`src/rtl/cos_pwm_dac.sv`:
```
// cos_pwm_dac: walks the cosine ROM one address per PWM frame and emits the latched sample as a PWM bit stream
module cos_pwm_dac #(
    parameter int ADDR_W   = 6,
    parameter int DATA_W   = 5,
    parameter int PRESCALE = 2
) (
    input  logic              clk,
    input  logic              reset,
    input  logic              en,
    input  logic [DATA_W-1:0] rom_data,
    output logic [ADDR_W-1:0] addr,
    output logic              pwm_out,
    output logic              sample_stb,
    output logic              period_done
);
    localparam int PW = PRESCALE > 1 ? $clog2(PRESCALE) : 1;
    localparam logic [PW-1:0] PRE_MAX = PW'(PRESCALE - 1);
    logic [PW-1:0]     pre_q, pre_d;
    logic [DATA_W-1:0] pwm_q, pwm_d, duty_q, duty_d;
    logic [ADDR_W-1:0] addr_q, addr_d;
    logic              pwm_out_q, pwm_out_d, stb_q, pd_q;
    logic              tick, frame_end;
    always_comb begin
        tick      = pre_q == PRE_MAX;
        frame_end = en && tick && &pwm_q;
        pre_d     = (!en || tick) ? '0 : pre_q + 1'b1;
        pwm_d     = !en ? '0 : pwm_q + DATA_W'(tick);
        duty_d    = frame_end ? rom_data : duty_q;
        addr_d    = addr_q + ADDR_W'(frame_end);
        pwm_out_d = en && (pwm_q < duty_q);
    end
    // the ROM address advances only at frame end, so rom_data has settled long before it is latched
    always_ff @(posedge clk or posedge reset) begin
        if (reset) begin
            pre_q     <= '0;
            pwm_q     <= '0;
            duty_q    <= '0;
            addr_q    <= '0;
            pwm_out_q <= 1'b0;
            stb_q     <= 1'b0;
            pd_q      <= 1'b0;
        end else begin
            pre_q     <= pre_d;
            pwm_q     <= pwm_d;
            duty_q    <= duty_d;
            addr_q    <= addr_d;
            pwm_out_q <= pwm_out_d;
            stb_q     <= frame_end;
            pd_q      <= frame_end && &addr_q;
        end
    end
    assign addr        = addr_q;
    assign pwm_out     = pwm_out_q;
    assign sample_stb  = stb_q;
    assign period_done = pd_q;
endmodule

```
`config.mk`:
```
export PLATFORM = sky130hd
export DESIGN_NAME = cos_pwm_dac
export DESIGN_NICKNAME = d
export VERILOG_FILES = /design/src/rtl/cos_pwm_dac.sv
export SDC_FILE = /design/constraint.sdc
export NUM_CORES = 1
export LEC_CHECK = 0
export BUFFER_PORTS_ARGS = -buffer_cell sky130_fd_sc_hd__buf_2
export CELL_PAD_IN_SITES_DETAIL_PLACEMENT = 0
export CELL_PAD_IN_SITES_GLOBAL_PLACEMENT = 1
export CORE_UTILIZATION = 48
export CTS_BUF_LIST = sky130_fd_sc_hd__clkbuf_4
export DETAILED_ROUTE_END_ITERATION = 8
export PLACE_DENSITY_LB_ADDON = 0.2
export SLEW_MARGIN = 5
export SYNTH_ARGS = -nofsm -noshare
export SYNTH_HDL_FRONTEND = slang
export SYNTH_SLANG_ARGS = --single-unit
```
`constraint.sdc`:
```
create_clock -name clk -period 2.4 [get_ports clk]
set_input_delay 0.12 -clock clk [delete_from_list [all_inputs] [get_ports clk]]
set_output_delay 0.12 -clock clk [all_outputs]
set_load 0.02 [all_outputs]
```
==> report_table.html, run 1 <==
<table>
<tr><th>Metric</th><th>Value</th></tr>
<tr><th colspan="2">Run status</th></tr>
<tr><td>Outcome</td><td>finished clean</td></tr>
<tr><th colspan="2">Route</th></tr>
<tr><td>Vias per Instance</td><td>approximately 4.9</td></tr>
<tr><td>Residual DRC</td><td>0</td></tr>
<tr><td>Number of search-and-repair iterations in the first detailed-routing pass</td><td>4</td></tr>
<tr><td>Remaining antenna violation count</td><td>0</td></tr>
<tr><td>Routed vias</td><td>just under 600</td></tr>
<tr><td>WL per Instance</td><td>between 10 and 15 µm</td></tr>
<tr><td>DRT Wirelength</td><td>1450 µm</td></tr>
<tr><td>Starting DRT DRC Count</td><td>3</td></tr>
<tr><th colspan="2">Die</th></tr>
<tr><td>Die H</td><td>roughly 45 µm</td></tr>
<tr><td>Placeable core region</td><td>1750 µm²</td></tr>
<tr><td>Number of core rows</td><td>15</td></tr>
<tr><td>Die Span X</td><td>between 40 and 50 µm</td></tr>
<tr><td>Number of top-level design ports</td><td>17</td></tr>
<tr><td>Initial Util</td><td>about half</td></tr>
<tr><td>Die area</td><td>2050 µm²</td></tr>
<tr><th colspan="2">Timing</th></tr>
<tr><td>Final critical-path required period</td><td>1.57 ns</td></tr>
<tr><td>Max-Slew Margin vs Limit</td><td>between 50% and 60%</td></tr>
<tr><td>Setup-violating endpoint count in the final report</td><td>0</td></tr>
<tr><td>Post-route setup TNS</td><td>0 ns</td></tr>
<tr><td>Worst hold margin</td><td>a little under 0.05 ns</td></tr>
<tr><td>F_max</td><td>between 600 and 700 MHz</td></tr>
<tr><td>Worst Clk Skew</td><td>around 0.0064 ns</td></tr>
<tr><td>Unrepaired setup endpoints after global routing</td><td>false</td></tr>
<tr><td>Slew at the pin with the worst max-slew slack</td><td>around 0.75 ns</td></tr>
<tr><td>Number of pins exceeding their max-slew limit in the final report</td><td>0</td></tr>
<tr><td>Final hold violations</td><td>0</td></tr>
<tr><td>Final Worst Setup Slack</td><td>slightly above 0.8 ns</td></tr>
<tr><td>Post-route clock period utilization</td><td>65.5%</td></tr>
<tr><th colspan="2">Yosys</th></tr>
<tr><td>Portion of the post-synthesis area used by sequential elements</td><td>between 50% and 60%</td></tr>
<tr><td>Cells after synthesis</td><td>73</td></tr>
<tr><td>Post-synthesis register bit count</td><td>20</td></tr>
<tr><td>Synth top cells by count</td><td>sky130_fd_sc_hd__dfrtp_1, sky130_fd_sc_hd__ha_1, sky130_fd_sc_hd__nand3_1</td></tr>
<tr><td>Async S/R FF share, synth</td><td>between 90% and 100%</td></tr>
<tr><td>Distinct cell type count after synthesis</td><td>19</td></tr>
<tr><td>Average instance area after synthesis</td><td>about 12 µm²</td></tr>
<tr><td>YS warnings</td><td>0</td></tr>
<tr><td>Main flop type after synthesis</td><td>sky130_fd_sc_hd__dfrtp_1</td></tr>
<tr><td>Fraction of synthesized cell area taken by the top area cell type</td><td>55.6%</td></tr>
<tr><td>Biggest area consumer among synthesized cells</td><td>sky130_fd_sc_hd__dfrtp_1</td></tr>
<tr><td>Largest cells by area after synthesis</td><td>sky130_fd_sc_hd__dfrtp_1, sky130_fd_sc_hd__ha_1, sky130_fd_sc_hd__mux2_2</td></tr>
<tr><td>Net count of the mapped netlist</td><td>89</td></tr>
<tr><td>Number of enable flip-flop cells after synthesis</td><td>0</td></tr>
<tr><td>Most used standard cell by instance count after synthesis</td><td>sky130_fd_sc_hd__dfrtp_1</td></tr>
<tr><td>Summed instance area of the synthesized netlist</td><td>900 µm²</td></tr>
<tr><th colspan="2">Clocking</th></tr>
<tr><td>Clock tree from TritonCTS</td><td>yes</td></tr>
<tr><td>Clock sink count</td><td>20</td></tr>
<tr><td>Master cell of the clock root buffer</td><td>sky130_fd_sc_hd__clkbuf_4</td></tr>
<tr><td>Skew-Pair Late Insertion Delay</td><td>approximately 0.30 ns</td></tr>
<tr><td>CTS H-tree lvls</td><td>1</td></tr>
<tr><td>CTS buffer count</td><td>3</td></tr>
<tr><td>Buffers from clock root to sink, at most</td><td>2</td></tr>
<tr><td>Clk slew on worst S/H paths</td><td>roughly 0.11 ns</td></tr>
<tr><td>Setup repair bufs after CTS</td><td>0</td></tr>
<tr><th colspan="2">Setup path</th></tr>
<tr><td>Element type at the critical path end</td><td>flop</td></tr>
<tr><td>Reg2Reg Capture Point</td><td>addr[4]</td></tr>
<tr><td>Setup slack, reg-to-reg</td><td>a little over 0.8 ns</td></tr>
<tr><td>Largest fanout on the critical path</td><td>6</td></tr>
<tr><td>Worst Reg2Reg Path Length in Cells</td><td>6</td></tr>
<tr><td>Crit Reg-Reg Startpoint</td><td>pwm_q[2]</td></tr>
<tr><td>Category of the worst setup path launch point</td><td>flop</td></tr>
<tr><td>Setup CP Type</td><td>flop to flop</td></tr>
<tr><td>Source of the critical timing path</td><td>pwm_q[2]</td></tr>
<tr><td>Arr. time, crit path</td><td>between 1.5 and 2 ns</td></tr>
<tr><td>Req. time, crit path</td><td>between 2 and 3 ns</td></tr>
<tr><th colspan="2">Power</th></tr>
<tr><td>Portion of total power attributed to combinational logic</td><td>4.9%</td></tr>
<tr><td>Worst vdd ir</td><td>0.425 mV</td></tr>
<tr><td>Standby leakage power</td><td>around 0.56 nW</td></tr>
<tr><td>Power share of the sequential group</td><td>between 60% and 70%</td></tr>
<tr><td>Portion of total power attributed to the clock network</td><td>a little under a third</td></tr>
<tr><td>Switching share of power</td><td>between 20% and 30%</td></tr>
<tr><td>Power Density</td><td>510 nW/µm²</td></tr>
<tr><td>Power Internal</td><td>slightly above 0.0004 W</td></tr>
<tr><td>Power dissipated by switching net loads</td><td>approximately 0.00012 W</td></tr>
<tr><td>Total power consumption of the routed design</td><td>between 0.0005 and 0.0006 W</td></tr>
<tr><th colspan="2">Finish</th></tr>
<tr><td>Post-layout utilization of the core</td><td>between 60% and 70%</td></tr>
<tr><td>Syn-to-layout area delta</td><td>16.4%</td></tr>
<tr><td>Diodes inserted</td><td>0</td></tr>
<tr><td>Share of cells above drive strength 1</td><td>27.7%</td></tr>
<tr><td>Number of nets at the end of the flow</td><td>around 110</td></tr>
<tr><th colspan="2">GRT</th></tr>
<tr><td>Via count of the first global-routing pass</td><td>around 530</td></tr>
<tr><td>Initial antenna violation count</td><td>0</td></tr>
<tr><td>Overall Global Routing Usage</td><td>16.9%</td></tr>
<tr><td>Wire length of the first global-routing pass</td><td>about 2400 µm</td></tr>
<tr><td>Remaining global-route overflow</td><td>0</td></tr>
<tr><td>Pin count of the biggest net entering global routing</td><td>21</td></tr>
<tr><th colspan="2">Place</th></tr>
<tr><td>Final HPWL from detailed placement</td><td>roughly 1100 µm</td></tr>
<tr><td>Global placer's final weighted congestion</td><td>between 0.7 and 0.8</td></tr>
<tr><td>Post-Place Setup Slack</td><td>0.862 ns</td></tr>
<tr><td>IO buf count</td><td>16</td></tr>
<tr><th colspan="2">Flow run</th></tr>
<tr><td>Max-capacitance violation count</td><td>0</td></tr>
<tr><th colspan="2">Hold path</th></tr>
<tr><td>Hold path endpoint</td><td>duty_q[3]</td></tr>
<tr><td>Startpoint of the worst hold path</td><td>rom_data[3]</td></tr>
<tr><td>Class of the most critical hold timing path</td><td>input port to flop</td></tr>
<tr><td>WHS Path Cells</td><td>2</td></tr>
</table>
==> worst max-delay path, stage by stage (launching register included) <==
cell and delay, ns:
sky130_fd_sc_hd__dfrtp_1 0.48, sky130_fd_sc_hd__nand4_1 0.17, sky130_fd_sc_hd__nor2_1 0.17, sky130_fd_sc_hd__ha_1 0.21
sky130_fd_sc_hd__ha_1 0.19, sky130_fd_sc_hd__nand3_1 0.09, sky130_fd_sc_hd__xnor2_1 0.18
==> layout by cell type, fill, tap and decap left out <==
master and n:
sky130_fd_sc_hd__a21oi_1 1, sky130_fd_sc_hd__a31oi_1 1, sky130_fd_sc_hd__and2_1 5, sky130_fd_sc_hd__buf_2 16, sky130_fd_sc_hd__clkbuf_4 3, sky130_fd_sc_hd__clkinv_1 1
sky130_fd_sc_hd__dfrtp_1 20, sky130_fd_sc_hd__dlygate4sd3_1 1, sky130_fd_sc_hd__ha_1 8, sky130_fd_sc_hd__inv_1 5, sky130_fd_sc_hd__mux2_2 5, sky130_fd_sc_hd__nand2_1 3
sky130_fd_sc_hd__nand3_1 8, sky130_fd_sc_hd__nand3b_1 1, sky130_fd_sc_hd__nand4_1 1, sky130_fd_sc_hd__nand4_2 1, sky130_fd_sc_hd__nor2_1 2, sky130_fd_sc_hd__nor2_4 1
sky130_fd_sc_hd__nor2b_1 2, sky130_fd_sc_hd__nor4_1 1, sky130_fd_sc_hd__o21ai_0 1, sky130_fd_sc_hd__xnor2_1 4, sky130_fd_sc_hd__xor2_1 3
==> cells by family (layout without fill, tap and decap cells) <==
| family | count (synthesis) | after routing | share of synthesized area, % |
|---|---|---|---|
| and+or+nand+nor | 25 | 25 | 16.3 |
| DFF | 20 | 20 | 55.6 |
| adders and majority gates | 8 | 8 | 11.1 |
| xor gates and xnor gates | 7 | 7 | 6.82 |
| muxes | 5 | 5 | 6.26 |
| buffers and inverters | 5 | 26 | 2.09 |
| AOI/OAI and AO/OA | 3 | 3 | 1.81 |
==> cell type report <==
type | count | area [µm²]
Clock inverter | 1 | 3.75
Timing Repair Buffer | 17 | 90.1
Multi-Input combinational cell | 48 | 380
Inverter | 5 | 18.8
Clock buffer | 3 | 22.5
Fill cell | 154 | 698
Tap cell | 25 | 31.3
Sequential cell | 20 | 500
==> metrics by stage <==
step | instance area, µm² | instances
2_1_floorplan | 900 | 73
3_3_place_gp | 1010 | 114
3_5_place_dp | 1010 | 114
4_1_cts | 1050 | 119
5_1_grt | 1050 | 119
6_report | 1050 | 119
==> sequential cells by signal, indices dropped and copies added, names as in the netlist <==
register,cells
period_done,1
pwm_out,1
pwm_q,5
pre_q,1
sample_stb,1
duty_q,5
addr,6
==> worst max path at each step <==
stage          endpoint  slack [ns]  cells past startpoint
3_5_place_dp    addr[4]        0.86                      6
5_1_grt         addr[4]        0.68                      6
4_1_cts         addr[4]        0.84                      6
2_1_floorplan   addr[4]        1.02                      6
3_3_place_gp    addr[4]        0.93                      6
6_report        addr[4]        0.83                      6
==> power by group through the flow <==
stage	registers, W	logic [W]	clock network, W
6_report	0.000347	0.0000261	0.000161
5_1_grt	0.000348	0.0000301	0.000180
3_3_place_gp	0.000354	0.0000252	0
3_5_place_dp	0.000354	0.0000256	0
4_1_cts	0.000347	0.0000271	0.000171
2_1_floorplan	0.000353	0.0000136	0
==> routing by layer <==
| metal | GRT usage, % | up-vias | wire, µm |
|---|---|---|---|
| met5 | 0 | - | 0 |
| met4 | 10.9 | 0 | 12 |
| met3 | 2.40 | 2 | 43 |
| met2 | 27.2 | 9 | 739 |
| met1 | 21.0 | 279 | 658 |
| li1 | - | 294 | - |
==> timing repair <==
| item | CTS | global route |
|---|---|---|
| endpoints found under the hold margin | 20 | 0 |
| resized for setup | 0 | 0 |
| hold buffers | 1 | 0 |
Power figures use the tool's default switching activity.
==> inputs of run 2 (changes only) <==
- CORE_UTILIZATION: 48 -> 40
- clock period: 2.4 -> 1.4 ns (I/O delays scaled with it)
==> run 2 against run 1 <==
Routed wire length up 10%. Core utilization up 2.6 points. The run now ends with setup timing left. Highest routed layer unchanged. Cell count up 17%. Global-route usage down 2.0 points. Non-clock buffer count up 18. Total power up 110%. Die area up 19%. Flip-flop and latch count unchanged. Sequential share of layout area down 8.6 points. Final area up 22%.
==> report_table.html, run 2 (synthesis gave the netlist of run 1 again) <==
<table>
<tr><th>Metric</th><th>Value</th></tr>
<tr><th colspan="2">Run status</th></tr>
<tr><td>Outcome</td><td>finished, violations left</td></tr>
<tr><td>Failing checks</td><td>setup timing</td></tr>
<tr><th colspan="2">Die</th></tr>
<tr><td>Placeable core region</td><td>2040 µm² (+17%)</td></tr>
<tr><td>Number of core rows</td><td>16 (+1)</td></tr>
<tr><td>Initial Util</td><td>44.1% (-7.5 points)</td></tr>
<tr><td>Number of top-level design ports</td><td>17 (unchanged)</td></tr>
<tr><td>Die H</td><td>49.4 µm (+9.1%)</td></tr>
<tr><td>Die Span X</td><td>49.4 µm (+9.1%)</td></tr>
<tr><td>Die area</td><td>2440 µm² (+19%)</td></tr>
<tr><th colspan="2">Route</th></tr>
<tr><td>Routed vias</td><td>655 (+12%)</td></tr>
<tr><td>Number of search-and-repair iterations in the first detailed-routing pass</td><td>4 (unchanged)</td></tr>
<tr><td>Residual DRC</td><td>0 (unchanged)</td></tr>
<tr><td>Remaining antenna violation count</td><td>0 (unchanged)</td></tr>
<tr><td>DRT Wirelength</td><td>1600 µm (+10%)</td></tr>
<tr><td>Vias per Instance</td><td>4.71 (-4.0%)</td></tr>
<tr><td>WL per Instance</td><td>11.5 µm (-5.7%)</td></tr>
<tr><td>Starting DRT DRC Count</td><td>13 (+10)</td></tr>
<tr><th colspan="2">Timing</th></tr>
<tr><td>Worst Clk Skew</td><td>0.0100 ns (+0.00355 ns)</td></tr>
<tr><td>Final Worst Setup Slack</td><td>-0.0157 ns (-0.845 ns)</td></tr>
<tr><td>F_max</td><td>706 MHz (+11%)</td></tr>
<tr><td>Max-Slew Margin vs Limit</td><td>82.8% (+33 points)</td></tr>
<tr><td>Final hold violations</td><td>0 (unchanged)</td></tr>
<tr><td>Post-route setup TNS</td><td>-0.0157 ns (-0.0157 ns)</td></tr>
<tr><td>Slew at the pin with the worst max-slew slack</td><td>0.257 ns (-0.491 ns)</td></tr>
<tr><td>Final critical-path required period</td><td>1.42 ns (-0.155 ns)</td></tr>
<tr><td>Post-route clock period utilization</td><td>101% (+36 points)</td></tr>
<tr><td>Unrepaired setup endpoints after global routing</td><td>true</td></tr>
<tr><td>Number of pins exceeding their max-slew limit in the final report</td><td>0 (unchanged)</td></tr>
<tr><td>Setup-violating endpoint count in the final report</td><td>1 (+1)</td></tr>
<tr><th colspan="2">Setup path</th></tr>
<tr><td>Arr. time, crit path</td><td>1.61 ns (-0.18 ns)</td></tr>
<tr><td>Setup CP Type</td><td>flop to flop</td></tr>
<tr><td>Element type at the critical path end</td><td>flop</td></tr>
<tr><td>Category of the worst setup path launch point</td><td>flop</td></tr>
<tr><td>Slowest cell on the critical path</td><td>sky130_fd_sc_hd__dfrtp_1</td></tr>
<tr><td>Largest fanout on the critical path</td><td>3 (-3)</td></tr>
<tr><td>Worst path cell trace</td><td>nand4_1 &gt; nor2_2 &gt; ha_2 &gt; ha_4 &gt; nand3_4 &gt; xnor2_2</td></tr>
<tr><td>Worst stage delay on the critical path</td><td>0.37 ns (-0.11 ns)</td></tr>
<tr><td>Req. time, crit path</td><td>1.60 ns (-1.02 ns)</td></tr>
<tr><th colspan="2">GRT</th></tr>
<tr><td>Met1 routing resource usage after global routing</td><td>19.1% (-1.9 points)</td></tr>
<tr><td>Overall Global Routing Usage</td><td>14.9% (-2.0 points)</td></tr>
<tr><td>Wire length of the first global-routing pass</td><td>2700 µm (+14%)</td></tr>
<tr><td>Via count of the first global-routing pass</td><td>621 (+18%)</td></tr>
<tr><td>Initial antenna violation count</td><td>0 (unchanged)</td></tr>
<tr><td>Pin count of the biggest net entering global routing</td><td>21 (unchanged)</td></tr>
<tr><td>Routing layer with the top usage in global route</td><td>met2</td></tr>
<tr><td>Remaining global-route overflow</td><td>0 (unchanged)</td></tr>
<tr><td>Met3 Use GR</td><td>2.80% (+0.40 points)</td></tr>
<tr><td>Met2 track demand over resource in global routing</td><td>24.2% (-3.0 points)</td></tr>
<tr><th colspan="2">Hold path</th></tr>
<tr><td>Class of the most critical hold timing path</td><td>input port to flop</td></tr>
<tr><th colspan="2">Place</th></tr>
<tr><td>Cell count after placement</td><td>125 (+9.6%)</td></tr>
<tr><td>IO buf count</td><td>16 (unchanged)</td></tr>
<tr><td>Global placer's final weighted congestion</td><td>0.759 (-0.45%)</td></tr>
<tr><td>Dpl cell area</td><td>1080 µm² (+6.9%)</td></tr>
<tr><td>Final HPWL from detailed placement</td><td>1140 µm (+5.3%)</td></tr>
<tr><th colspan="2">Power</th></tr>
<tr><td>Worst vdd ir</td><td>0.650 mV (+53%)</td></tr>
<tr><td>Total power consumption of the routed design</td><td>0.00113 W (+110%)</td></tr>
<tr><td>Power Density</td><td>883 nW/µm² (+73%)</td></tr>
<tr><td>Standby leakage power</td><td>0.666 nW (+18%)</td></tr>
<tr><th colspan="2">Finish</th></tr>
<tr><td>Area of the multi-input gates</td><td>433 µm² (+14%)</td></tr>
<tr><td>Sequential cell area</td><td>500 µm² (unchanged)</td></tr>
<tr><td>Final design area excluding fillers</td><td>1280 µm² (+22%)</td></tr>
<tr><td>Share of cells above drive strength 1</td><td>45.5% (+18 points)</td></tr>
<tr><td>Diodes inserted</td><td>0 (unchanged)</td></tr>
<tr><td>Syn-to-layout area delta</td><td>42.0%</td></tr>
<tr><td>Number of nets at the end of the flow</td><td>129 (+16%)</td></tr>
<tr><td>Largest register FFs</td><td>6 (unchanged)</td></tr>
<tr><td>Non-Filler Instances</td><td>139 (+17%)</td></tr>
<tr><td>Most common cell after layout, fill and taps aside</td><td>sky130_fd_sc_hd__dfrtp_1</td></tr>
<tr><td>Layout filler cell count</td><td>175 (+14%)</td></tr>
<tr><td>Top library cells by usage in the layout, fill and taps aside</td><td>sky130_fd_sc_hd__dfrtp_1, sky130_fd_sc_hd__buf_2, sky130_fd_sc_hd__buf_4, sky130_fd_sc_hd__nand3_1</td></tr>
<tr><th colspan="2">Clocking</th></tr>
<tr><td>CTS buffer count</td><td>3 (unchanged)</td></tr>
<tr><td>CTS H-tree lvls</td><td>1 (unchanged)</td></tr>
<tr><td>Master cell of the clock root buffer</td><td>sky130_fd_sc_hd__clkbuf_4</td></tr>
<tr><td>Skew-Pair Late Insertion Delay</td><td>0.30 ns (about the same)</td></tr>
<tr><td>Buffers from clock root to sink, at most</td><td>2 (unchanged)</td></tr>
<tr><td>Clock tree from TritonCTS</td><td>yes</td></tr>
<tr><td>Clk slew on worst S/H paths</td><td>0.12 ns (about the same)</td></tr>
<tr><td>Clock sink count</td><td>20 (unchanged)</td></tr>
<tr><th colspan="2">Flow run</th></tr>
<tr><td>Max-capacitance violation count</td><td>0 (unchanged)</td></tr>
</table>
==> run 2: cell count changes in the layout (fill, tap and decap cells not counted), sizes merged <==
| cell | previous run | this run |
|---|---|---|
| buf | 16 | 30 |
| dlygate4sd3 | 1 | 5 |
| bufinv | 0 | 1 |
| clkinv | 1 | 0 |
==> run 2: area by class of cell <==
class / instances / share of cell area (%)
sequential: 20 / 39.2
multi-input combinational: 48 / 33.9
timing repair buffer: 35 / 18.7
tap: 27 / 2.64
clock inverter: 1 / 2.35
clock buffer: 3 / 1.76
inverter: 5 / 1.47
==> run 2: power breakdown <==
group          switching, W  internal (W)   total, W
clock              0.000175      0.000289   0.000464
combinational     0.0000360     0.0000394  0.0000754
sequential       0.00000384      0.000585   0.000589
==> run 2: stage by stage <==
stage	worst slack [ns]	util, %	hold WS [ns]
after floorplan	0.0186	-	0.0338
after global placement	0.00479	52.9	0.104
after detailed placement	-0.0290	52.9	0.103
after CTS	0.00654	58.6	0.0195
after global routing	-0.0975	62.6	0.0155
final	-0.0157	62.6	0.0237
==> run 2: what timing repair did <==
item                                   CTS  global route
setup endpoints to repair                2             6
endpoints found under the hold margin   24             0
hold buffers                             5             0
resized for setup                        2            12
buffers inserted                         1             4
pin swaps                                1             6
==> run 2: critical path, delay by kind of cell, from the launching register on <==
family | cells | cell delay, ns
XOR/XNOR | 1 | 0.14
flip-flops | 1 | 0.37
adder cells (fa/ha/maj) | 2 | 0.40
AND/OR/NAND/NOR | 3 | 0.39
==> run 2: final timing paths <==
kind                             startpoint         to  slack, ns  cells past startpoint
worst max register to register     pwm_q[4]    addr[4]      -0.02                      6
min in group asynchronous             reset    addr[2]       0.32                      4
worst min-delay path            rom_data[1]  duty_q[1]       0.02                      2
max in group asynchronous             reset  duty_q[4]       0.86                      4
worst min register to register      addr[5]    addr[5]       0.50                      1
worst max-delay path               pwm_q[4]    addr[4]      -0.02                      6
==> run 2: routing by layer <==
layer,wire length [µm],vias up
met5,0,-
met4,25,0
met3,51,2
met2,774,12
met1,749,310
li1,-,331
==> inputs of run 3 (changes only) <==
- CORE_MARGIN: unset -> 4
==> run 3 against run 2 <==
The flow now finishes without violations. Cell count fell by 2.9%. Sequential power barely moved. Fmax up 3.8%. Combinational power rose by 4.1%. Clock-buffer cell count stayed put. First-iteration DRC count unchanged. Routed wire length is 3.8% higher. Core utilization is 2.6 points lower. Total power decreased by 18%. Setup slack better by 0.052 ns. Clock skew decreased by 0.0040 ns. Worst hold slack got worse by 0.013 ns. Critical path type unchanged.
==> report_table.html, run 3 (synthesis gave the netlist of run 1 again) <==
<table>
<tr><th>Metric</th><th>Value</th></tr>
<tr><th colspan="2">Die</th></tr>
<tr><td>Number of core rows</td><td>16 (unchanged)</td></tr>
<tr><td>Placeable core region</td><td>2040 µm² (unchanged)</td></tr>
<tr><td>Die H</td><td>55.4 µm (+12%)</td></tr>
<tr><td>Number of top-level design ports</td><td>17 (unchanged)</td></tr>
<tr><td>Die area</td><td>3070 µm² (+26%)</td></tr>
<tr><td>Die Span X</td><td>55.4 µm (+12%)</td></tr>
<tr><td>Initial Util</td><td>44.1% (unchanged)</td></tr>
<tr><th colspan="2">Clocking</th></tr>
<tr><td>Clk slew on worst S/H paths</td><td>0.11 ns (about the same)</td></tr>
<tr><td>CTS buffer count</td><td>3 (unchanged)</td></tr>
<tr><td>Clock sink count</td><td>20 (unchanged)</td></tr>
<tr><td>Skew-Pair Late Insertion Delay</td><td>0.29 ns (about the same)</td></tr>
<tr><td>Clock tree from TritonCTS</td><td>yes</td></tr>
<tr><td>Master cell of the clock root buffer</td><td>sky130_fd_sc_hd__clkbuf_4</td></tr>
<tr><td>Buffers from clock root to sink, at most</td><td>2 (unchanged)</td></tr>
<tr><td>CTS H-tree lvls</td><td>1 (unchanged)</td></tr>
<tr><th colspan="2">Setup path</th></tr>
<tr><td>Crit Reg-Reg Startpoint</td><td>pwm_q[4]</td></tr>
<tr><td>Largest fanout on the critical path</td><td>3 (unchanged)</td></tr>
<tr><td>Setup CP Type</td><td>flop to flop</td></tr>
<tr><td>Req. time, crit path</td><td>1.59 ns (about the same)</td></tr>
<tr><td>Reg2Reg Capture Point</td><td>addr[4]</td></tr>
<tr><td>Arr. time, crit path</td><td>1.55 ns (-0.06 ns)</td></tr>
<tr><td>Category of the worst setup path launch point</td><td>flop</td></tr>
<tr><td>Slowest cell on the critical path</td><td>sky130_fd_sc_hd__dfrtp_1</td></tr>
<tr><td>Source of the critical timing path</td><td>pwm_q[4]</td></tr>
<tr><td>Element type at the critical path end</td><td>flop</td></tr>
<tr><td>Critical path capture point</td><td>addr[4]</td></tr>
<tr><td>Worst Reg2Reg Path Length in Cells</td><td>6 (unchanged)</td></tr>
<tr><td>Setup slack, reg-to-reg</td><td>0.04 ns (+0.05 ns)</td></tr>
<tr><td>Worst stage delay on the critical path</td><td>0.36 ns (about the same)</td></tr>
<tr><td>Worst path cell trace</td><td>nand4_1 &gt; nor2_2 &gt; ha_2 &gt; ha_4 &gt; nand3_2 &gt; xnor2_1</td></tr>
<tr><th colspan="2">GRT</th></tr>
<tr><td>Pin count of the biggest net entering global routing</td><td>21 (unchanged)</td></tr>
<tr><td>Initial antenna violation count</td><td>0 (unchanged)</td></tr>
<tr><td>Wire length of the first global-routing pass</td><td>2910 µm (+7.9%)</td></tr>
<tr><td>Via count of the first global-routing pass</td><td>653 (+5.2%)</td></tr>
<tr><td>Remaining global-route overflow</td><td>0 (unchanged)</td></tr>
<tr><td>Overall Global Routing Usage</td><td>11.9% (-3.0 points)</td></tr>
<tr><th colspan="2">Place</th></tr>
<tr><td>Dpl cell area</td><td>1070 µm² (-0.69%)</td></tr>
<tr><td>IO buf count</td><td>16 (unchanged)</td></tr>
<tr><td>Global placer's final weighted congestion</td><td>0.678 (-11%)</td></tr>
<tr><td>Final HPWL from detailed placement</td><td>1200 µm (+4.9%)</td></tr>
<tr><th colspan="2">Route</th></tr>
<tr><td>Residual DRC</td><td>0 (unchanged)</td></tr>
<tr><td>Routed vias</td><td>631 (-3.7%)</td></tr>
<tr><td>WL per Instance</td><td>12.3 µm (+6.9%)</td></tr>
<tr><td>Number of search-and-repair iterations in the first detailed-routing pass</td><td>4 (unchanged)</td></tr>
<tr><td>Vias per Instance</td><td>4.67 (-0.81%)</td></tr>
<tr><td>Remaining antenna violation count</td><td>0 (unchanged)</td></tr>
<tr><td>Starting DRT DRC Count</td><td>13 (unchanged)</td></tr>
<tr><td>DRT Wirelength</td><td>1660 µm (+3.8%)</td></tr>
<tr><th colspan="2">Run status</th></tr>
<tr><td>Outcome</td><td>finished clean</td></tr>
<tr><th colspan="2">Timing</th></tr>
<tr><td>F_max</td><td>733 MHz (+3.8%)</td></tr>
<tr><td>Final critical-path required period</td><td>1.36 ns (-0.0516 ns)</td></tr>
<tr><td>Post-route clock period utilization</td><td>97.4% (-3.7 points)</td></tr>
<tr><td>Worst Clk Skew</td><td>0.00602 ns (-0.00397 ns)</td></tr>
<tr><td>Number of pins exceeding their max-slew limit in the final report</td><td>0 (unchanged)</td></tr>
<tr><td>Slew at the pin with the worst max-slew slack</td><td>0.250 ns (-0.00774 ns)</td></tr>
<tr><td>Max-Slew Margin vs Limit</td><td>83.4% (+0.52 points)</td></tr>
<tr><td>Setup-violating endpoint count in the final report</td><td>0 (-1)</td></tr>
<tr><td>Unrepaired setup endpoints after global routing</td><td>true</td></tr>
<tr><td>Worst hold margin</td><td>0.0108 ns (-0.0129 ns)</td></tr>
<tr><td>Final hold violations</td><td>0 (unchanged)</td></tr>
<tr><th colspan="2">Finish</th></tr>
<tr><td>Syn-to-layout area delta</td><td>36.0%</td></tr>
<tr><td>Largest register FFs</td><td>6 (unchanged)</td></tr>
<tr><td>Most common cell after layout, fill and taps aside</td><td>sky130_fd_sc_hd__dfrtp_1</td></tr>
<tr><td>Final design area excluding fillers</td><td>1220 µm² (-4.2%)</td></tr>
<tr><td>Share of cells above drive strength 1</td><td>43.5% (-2.0 points)</td></tr>
<tr><td>Layout filler cell count</td><td>200 (+14%)</td></tr>
<tr><td>Post-layout utilization of the core</td><td>59.9% (-2.6 points)</td></tr>
<tr><td>Diodes inserted</td><td>0 (unchanged)</td></tr>
<tr><td>Top library cells by usage in the layout, fill and taps aside</td><td>sky130_fd_sc_hd__dfrtp_1, sky130_fd_sc_hd__buf_2, sky130_fd_sc_hd__buf_4, sky130_fd_sc_hd__nand3_1</td></tr>
<tr><td>Number of nets at the end of the flow</td><td>125 (-3.1%)</td></tr>
<tr><th colspan="2">Hold path</th></tr>
<tr><td>WHS Path Cells</td><td>2 (unchanged)</td></tr>
<tr><td>Class of the most critical hold timing path</td><td>input port to flop</td></tr>
<tr><th colspan="2">Power</th></tr>
<tr><td>Power Density</td><td>761 nW/µm² (-14%)</td></tr>
<tr><td>Worst vdd ir</td><td>0.620 mV (-4.6%)</td></tr>
<tr><td>Standby leakage power</td><td>0.625 nW (-6.1%)</td></tr>
<tr><th colspan="2">Flow run</th></tr>
<tr><td>Max-capacitance violation count</td><td>0 (unchanged)</td></tr>
</table>
[run 3: worst min path at each step]
stage / start / to / slack [ns]
2_1_floorplan: reset / addr[0] / 0.03
3_3_place_gp: reset / duty_q[0] / 0.10
4_1_cts: rom_data[3] / duty_q[3] / 0.0002
6_report: rom_data[1] / duty_q[1] / 0.01
3_5_place_dp: reset / duty_q[0] / 0.10
5_1_grt: rom_data[1] / duty_q[1] / 0.004
[run 3: final cells by class]
| cell class | instances | area (µm²) | area share [%] |
|---|---|---|---|
| repair buffers | 31 | 203 | 16.6 |
| multi-input cells | 48 | 442 | 36.1 |
| flip-flops and latches | 20 | 500 | 40.9 |
| well taps | 27 | 33.8 | 2.76 |
| clock inverters | 1 | 3.75 | 0.307 |
| inverters | 5 | 18.8 | 1.53 |
| clock buffers | 3 | 22.5 | 1.84 |
[run 3: repair_timing]
item | in CTS | in global routing
resized for setup | 2 | 11
endpoints found under the hold margin | 23 | 0
gates cloned | 0 | 0
hold buffers | 4 | 0
pin swaps | 1 | 5
endpoints found under the setup margin | 1 | 4
buffers inserted | 0 | 3
[run 3: per-layer routing]
| metal | part of all wire (%) | track usage [%] | vias to the layer above |
|---|---|---|---|
| met5 | 0 | 0 | - |
| met4 | 0.90 | 6.25 | 0 |
| met3 | 3.9 | 2.56 | 2 |
| met2 | 47 | 17.7 | 12 |
| met1 | 48 | 16.0 | 296 |
| li1 | - | - | 321 |
[run 3: power by group]
| group | switching [W] | internal [W] | total [W] |
|---|---|---|---|
| clock network | 0.000159 | 0.000103 | 0.000263 |
| logic | 0.0000387 | 0.0000398 | 0.0000785 |
| registers | 0.00000410 | 0.000585 | 0.000589 |
| total | 0.000202 | 0.000729 | 0.000931 |
[run 3: stage by stage]
stage | TNS, ns | power (W) | setup slack, ns | instances
2_1_floorplan | 0 | 0.000629 | 0.0186 | 73
3_3_place_gp | 0 | 0.000664 | 0.0378 | 124
3_5_place_dp | -0.0262 | 0.000666 | -0.0262 | 124
4_1_cts | 0 | 0.000945 | 0.0218 | 132
5_1_grt | -0.0958 | 0.000988 | -0.0518 | 135
6_report | 0 | 0.000931 | 0.0359 | 135
[run 3: worst max-delay path, delay by kind of cell (launching register included)]
family / cells / cell delay, ns
fa+ha+maj: 2 / 0.39
flops: 1 / 0.36
simple gates: 3 / 0.39
xor+xnor: 1 / 0.13
